File: src/rtl/interrupt_controller.sv
// Latches edge-triggered peripheral requests, applies mask and fixed priority, and issues one
// interrupt pulse at a time; further issues are held off until the handler's RET retires it.
module interrupt_controller #(
  parameter int NUM_IRQ = 4
) (
  input  logic               clk,
  input  logic               reset,
  input  logic [NUM_IRQ-1:0] irq_in,
  input  logic [23:0]        ins,
  input  logic               mask_we,
  input  logic [NUM_IRQ-1:0] mask_wdata,
  output logic               interrupt,
  output logic [2:0]         irq_id,
  output logic               in_service,
  output logic [NUM_IRQ-1:0] pending,
  output logic [NUM_IRQ-1:0] mask
);

  typedef enum logic [1:0] {IDLE, ISSUE, GUARD, SERVICE} state_t;

  localparam logic [4:0] OP_JMP = 5'b11000;
  localparam logic [4:0] OP_RET = 5'b10000;
  localparam logic [4:0] OP_JC  = 5'b11100;
  localparam logic [4:0] OP_JNC = 5'b11101;
  localparam logic [4:0] OP_JZ  = 5'b11110;
  localparam logic [4:0] OP_JNZ = 5'b11111;

  state_t             state, state_next;
  logic [NUM_IRQ-1:0] irq_prev;
  logic [NUM_IRQ-1:0] rise;
  logic [NUM_IRQ-1:0] eligible;
  logic [NUM_IRQ-1:0] clr;
  logic [2:0]         winner;
  logic [4:0]         opcode;
  logic               is_ret;
  logic               blocked;
  logic               issue;
  logic               unused_ins;

  assign opcode     = ins[23:19];
  assign unused_ins = ^ins[18:0];
  assign is_ret     = (opcode == OP_RET);
  // Never issue alongside a redirect, or the saved return address would be wrong.
  assign blocked    = (opcode == OP_JMP) || is_ret || (opcode == OP_JC) ||
                      (opcode == OP_JNC) || (opcode == OP_JZ) || (opcode == OP_JNZ);
  assign rise       = irq_in & ~irq_prev;
  assign eligible   = pending & mask;

  always_comb begin
    winner = 3'd0;
    for (int k = NUM_IRQ - 1; k >= 0; k--) begin
      if (eligible[k]) winner = 3'(k);
    end
  end

  always_ff @(posedge clk) begin
    if (reset) state <= IDLE;
    else       state <= state_next;
  end

  always_comb begin
    state_next = state;
    case (state)
      IDLE:    if (issue)  state_next = ISSUE;
      ISSUE:               state_next = GUARD;
      GUARD:               state_next = SERVICE;
      SERVICE: if (is_ret) state_next = IDLE;
      default:             state_next = IDLE;
    endcase
  end

  always_comb begin
    issue      = (state == IDLE) && (|eligible) && !blocked;
    clr        = issue ? (NUM_IRQ'(1) << winner) : '0;
    interrupt  = (state == ISSUE);
    in_service = (state != IDLE);
  end

  // irq_prev tracks irq_in even in reset so a line held high across release is not an edge.
  always_ff @(posedge clk) begin
    irq_prev <= irq_in;
    if (reset) begin
      pending <= '0;
      mask    <= '0;
      irq_id  <= 3'd0;
    end else begin
      pending <= (pending & ~clr) | rise;
      if (mask_we) mask <= mask_wdata;
      if (issue) irq_id <= winner;
    end
  end

endmodule

File: config.mk
export PLATFORM = sky130hd
export DESIGN_NAME = interrupt_controller
export DESIGN_NICKNAME = d
export VERILOG_FILES = /design/src/rtl/interrupt_controller.sv
export SDC_FILE = /design/constraint.sdc
export NUM_CORES = 1
export LEC_CHECK = 0
export ABC_CLOCK_PERIOD_IN_PS = 3290
export CAP_MARGIN = 20
export CORE_MARGIN = 2
export CORE_UTILIZATION = 38
export CTS_CLUSTER_DIAMETER = 30
export DETAILED_ROUTE_END_ITERATION = 16
export GPL_ROUTABILITY_DRIVEN = 0
export PLACE_DENSITY = 0.83
export SYNTH_ARGS = -nofsm -noshare
export SYNTH_HDL_FRONTEND = slang
export SYNTH_SLANG_ARGS = --single-unit
File: constraint.sdc
create_clock -name clk -period 3.29 [get_ports clk]
set_input_delay 0.658 -clock clk [delete_from_list [all_inputs] [get_ports clk]]
set_output_delay 0.658 -clock clk [all_outputs]
set_load 0.01 [all_outputs]
==> results.ini, run 1 <==
[outcome]
status=finished clean

[placement]
dp_hpwl_um=1220
dp_cells=129
numPortBuffers=27
placed_cell_area_um2=1040

[clock_tree]
worstSkewPairLatency_ps=280
post_cts_resized=0
clk_pin_slew_worst_paths_ps=90
cts_tree=built
hold_buffers=0
cts_htree_levels=1
clock-sinks=16
post_cts_buffers=0
cts-root-buf=clkbuf_4
cts_buffers=3
clockBufferDepth=2

[power_and_ir_drop]
cellPowerDensity_nw_per_um2=460
clkPwrFrac_pct=25.8
cellLeakagePower_nw=0.424
p_comb_share_pct=29.1
irDropWorstVdd_uv=222
p_seq_share_pct=45.1
internal_power_w=0.000355
swShare_pct=28.2
p_switching_w=0.000140

[synth]
synth_cell_type_count=29
ys_async_sr_fraction_pct=0
synth-compound-area-share_pct=15.7
synth_top_family_by_area=simple AND/OR/NAND/NOR gates
synth_edf_count=0
synth_mux_area_share_pct=8.00
avgSynthCellArea_um2=9.62
yosysWarningCount=0
synth_top_area_share_pct=42.7
syn_inst=78
synth-seq-area-share_pct=42.7
synth_fa_ha_area_share_pct=8.33
ys_seq_elements=16
syn_nets=118
synthSimpleGateAreaFrac_pct=20.8
ys.flop_type=dfxtp_1
synth_area_leaders=dfxtp_1 (43%), ha_1 (8.3%), mux2i_1 (8.0%), nand2b_1 (4.2%), a21oi_1 (4.0%)
synth_xor_area_share_pct=0
synth_area_um2=751
yosysTopAreaCell=dfxtp_1

[timing]
rsz0062_at_grt=false
period_minus_slack_ps=2370
maxSlewViolCount=0
skew_ps=3.76
period_share_pct=71.9
tns_ps=0
max_freq_mhz=423
finalHoldViolations=0
finalSetupViolations=0

[global_routing]
grt_pass1_vias=606
antenna_found_initial=0
grt_pass1_wl_um=2580
grt_max_degree=15
grt_overflow=0
grt_usage_pct=13.8

[worst_setup_path]
cp-end-kind=primary output
worstPathCellList=inv_1, ha_1, inv_1, clkdlybuf4s50_1
cp_common_cell=inv_1
rrSetupSlack_ps=1720
critical-path-max-stage-delay_ps=540
path_buf_inv=3
crit_family=buffers and inverters
critPathRequiredTime_ps=2630
arrival_ps=1710
worstRegToRegCells=5
path_max_fanout=7
crit_path_start_kind=flop
r2r_end=state[0]
rr_startpoint=state[0]
cp_slowest_cell=clkdlybuf4s50_1
path_class=reg -> out

[hold_path]
hold_depth=2
hp-class=reg -> reg
min_to=irq_id[1]
hp-start=irq_id[1]

[detailed_routing]
wirelength_um=1510
first_iter_violations=6
drcViolationCount=0
ant_nets=0
dr_total_vias=669
firstDrtPassIters=3
via_per_inst=5.03
wl_per_cell_um=11.3

[layout]
stdcell_count=133
finalNetCount=147
drive_above_1_share_pct=7.55
antenna_cells=0
syn_to_final_growth_pct=43.3
fin_area_um2=1080

[floorplanning]
core-area_um2=1900
dieArea_um2=2350
start_util_pct=39.5
top_level_ports=48
fp.dieH_um=48.4
fp.dieW_um=48.4
rows=16

[job]
cap_violations=0

flip-flops by register name (all words and copies together), names as in the netlist:
signal and count:
irq_prev 4, mask 4, pending 4, irq_id 2, state 2
layer usage:
layer	share of wire, %	GRT usage (%)	vias up
met3	3.1	2.78	2
met2	51	23.1	12
met1	45	16.2	319
li1	-	-	336
met4	0.86	8.57	0
met5	0	0	-
layout make-up:
class / instances / area (um^2)
multi-input cells: 55 / 400
fillers: 173 / 826
clock buffers: 4 / 36.3
flip-flops and latches: 16 / 320
well taps: 27 / 33.8
inverters: 4 / 15.0
repair buffers: 27 / 270
worst max-delay path by stage:
stage | startpoint | to | slack [ps] | depth (start not counted)
final | state[0] | in_service | 920 | 4
after global placement | ins[19] | state[1] | 1140 | 5
after floorplan | ins[19] | state[0] | 1630 | 4
after CTS | state[0] | in_service | 900 | 4
after detailed placement | ins[19] | state[0] | 1120 | 5
after global routing | state[0] | in_service | 780 | 4
worst reg2reg max path: stages, from the launching register on:
cell,delay [ps]
dfxtp_1,350
inv_1,110
ha_1,300
nand3_2,140
a221oi_2,390
mux2i_1,210
power by group through the flow:
stage | Sequential [W] | Clock [W] | Combinational, W
2_1_floorplan | 0.000228 | 0 | 0.0000826
3_5_place_dp | 0.000227 | 0 | 0.000146
4_1_cts | 0.000223 | 0.000136 | 0.000146
3_3_place_gp | 0.000227 | 0 | 0.000143
6_report | 0.000223 | 0.000128 | 0.000144
5_1_grt | 0.000226 | 0.000143 | 0.000159
synthesized netlist by cell type, types with 2 or more instances:
cell type and instances:
nand2b_1 5, o41ai_1 2, nor2_1 7, inv_1 4, and2_1 2, clkbuf_1 2
ha_1 5, nand4_1 3, dfxtp_1 16, nor2b_1 2, a21oi_1 6, mux2i_1 6
nand2_1 2
logic make-up after synthesis:
| kind of cell | after synthesis |
|---|---|
| simple gates | 27 |
| compound gates | 16 |
| flops | 16 |
| buf+inv | 7 |
| mux | 6 |
| fa+ha+maj | 5 |
| other cells | 1 |
through the flow:
stage                     power [W]  setup slack [ps]  hold slack [ps]  util (%)
after floorplan            0.000311              1630              462         -
after global placement     0.000370              1140              434      54.7
after detailed placement   0.000374              1120              441      54.7
after CTS                  0.000506               899              455      56.6
after global routing       0.000528               784              468      56.6
final                      0.000495               924              454      56.6
placed cells by master, fill, tap and decap left out, drive strengths merged, types with 2 or more instances in the layout:
master / instances
a21oi: 6
o41ai: 2
clkbuf: 4
dfxtp: 16
nor2b: 2
clkdlybuf4s50: 27
mux2i: 6
nand2: 2
nand2b: 5
nand4: 3
and2: 2
nor2: 7
ha: 5
inv: 4
nand3: 2
a22o: 2
Note: power is estimated with default switching activity, not from simulation.
==> run 2, diff against run 1 <==
Settings changed: ABC_CLOCK_PERIOD_IN_PS 3290 to 2300, CORE_UTILIZATION 38 to 35, PLACE_DENSITY 0.83 to 0.78.
Clock period 3.29 ns to 2.3 ns, I/O delays scaled along.
==> results.ini, run 2 (synthesized netlist as in run 1, its figures left out) <==
[layout]
postLayoutCoreUtil_pct=53.9  ; -2.7 points
largestRegisters=irq_prev: 4 flops, mask: 4 flops, pending: 4 flops
n_fill_cell=178  ; +2.9%
final_cell_mix=clkdlybuf4s50_1 (27), dfxtp_1 (16), nor2_1 (7)
antenna_cells=0  ; unchanged
final_common_cell=clkdlybuf4s50_1
syn_to_final_growth_pct=43.7
drive_above_1_share_pct=8.49  ; +0.94 points
finalNetCount=147  ; unchanged

[worst_setup_path]
cp_common_cell=inv_1
worstPathCellList=inv_1, ha_2, inv_1, clkdlybuf4s50_1
critical-path-max-stage-delay_ps=530  ; about the same
worstRegToRegCells=5  ; unchanged
critPathRequiredTime_ps=1840  ; -790 ps
crit_path_start_kind=flop
arrival_ps=1650  ; -60 ps
path_max_fanout=7  ; unchanged
cp_slowest_cell=clkdlybuf4s50_1
rrSetupSlack_ps=760  ; -960 ps
path_class=reg -> out
cp-end-kind=primary output

[floorplanning]
dieArea_um2=2530  ; +7.9%
core-area_um2=2000  ; +5.3%
rows=16  ; unchanged
top_level_ports=48  ; unchanged
start_util_pct=37.5  ; -2.0 points
fp.dieW_um=50.3  ; +3.9%
fp.dieH_um=50.3  ; +3.9%

[detailed_routing]
dr_total_vias=668  ; -0.15%
first_iter_violations=5  ; -1
drcViolationCount=0  ; unchanged
via_per_inst=5.02  ; -0.15%
wirelength_um=1580  ; +5.0%
firstDrtPassIters=4  ; +1
ant_nets=0  ; unchanged
wl_per_cell_um=11.9  ; +5.0%

[clock_tree]
clock-sinks=16  ; unchanged
worstSkewPairLatency_ps=280  ; about the same
cts_htree_levels=1  ; unchanged
post_cts_resized=0  ; unchanged
cts_tree=built
clockBufferDepth=2  ; unchanged
cts_buffers=3  ; unchanged
clk_pin_slew_worst_paths_ps=100  ; about the same
cts-root-buf=clkbuf_4
hold_buffers=0  ; unchanged
post_cts_buffers=0  ; unchanged

[placement]
numPortBuffers=27  ; unchanged
pre_cts_ws_ps=294  ; -829 ps
dp_hpwl_um=1240  ; +0.99%

[timing]
max_freq_mhz=474
tns_ps=0  ; unchanged
skew_ps=4.73  ; +0.967 ps
whs_ps=447  ; -6.78 ps
finalSetupViolations=0  ; unchanged
finalHoldViolations=0  ; unchanged
maxSlewViolCount=0  ; unchanged
period_minus_slack_ps=2110
fin_ws_ps=192  ; -731 ps
period_share_pct=91.6
rsz0062_at_grt=false

[power_and_ir_drop]
irDropWorstVdd_uv=366  ; +65%
cellLeakagePower_nw=0.423  ; -0.24%
cellPowerDensity_nw_per_um2=664  ; +44%

[global_routing]
grt_usage_pct=13.2  ; -0.66 points
antenna_found_initial=0  ; unchanged
grt_max_degree=15  ; unchanged
grt_pass1_vias=655  ; +8.1%
grt_overflow=0  ; unchanged
grt_pass1_wl_um=2590  ; +0.27%

[job]
cap_violations=0  ; unchanged

[hold_path]
hold_depth=2  ; unchanged
hp-class=reg -> reg

[outcome]
status=finished clean

[run 2: cell counts in the layout (fill, tap and decap cells not counted)]
Identical to the previous run, type by type.
[run 2: final timing paths]
check / start / endpoint
setup / recovery: state[0] / in_service
hold / removal: irq_id[1] / irq_id[1]
setup reg to reg: state[1] / state[1]
hold reg to reg: irq_id[1] / irq_id[1]
[run 2: area by class of cell]
class / instances / area (um^2) / area share (%)
Multi-Input combinational cell: 55 / 403 / 37.4
Sequential cell: 16 / 320 / 29.7
Timing Repair Buffer: 27 / 270 / 25.1
Clock buffer: 4 / 36.3 / 3.36
Tap cell: 27 / 33.8 / 3.13
Inverter: 4 / 15.0 / 1.39
[run 2: routing by layer]
metal	GRT usage, %	vias to the layer above	share of wire [%]
met3	2.68	0	5.7
met5	0	-	0
met2	21.7	22	49
li1	-	335	-
met1	16.1	311	45
met4	6.76	0	0
[run 2: where the power goes]
part           leakage [nW]  switching, W  total (W)  internal (W)
Sequential            0.132     0.0000201   0.000320      0.000299
Clock                0.0210     0.0000869   0.000183     0.0000963
Combinational         0.270     0.0000984   0.000214      0.000115
[run 2: stage by stage]
| stage | area [um^2] | power [W] | cells |
|---|---|---|---|
| after CTS | 1080 | 0.000726 | 133 |
| after global routing | 1080 | 0.000760 | 133 |
| after floorplan | 751 | 0.000445 | 78 |
| after detailed placement | 1040 | 0.000538 | 129 |
| final | 1080 | 0.000716 | 133 |
| after global placement | 1040 | 0.000529 | 129 |
[run 2: critical path: cells and delay by family (launching register included)]
kind	cells	cell delay (ps)
adder cells (fa/ha/maj)	1	250
buffers and inverters	3	720
flip-flops	1	400
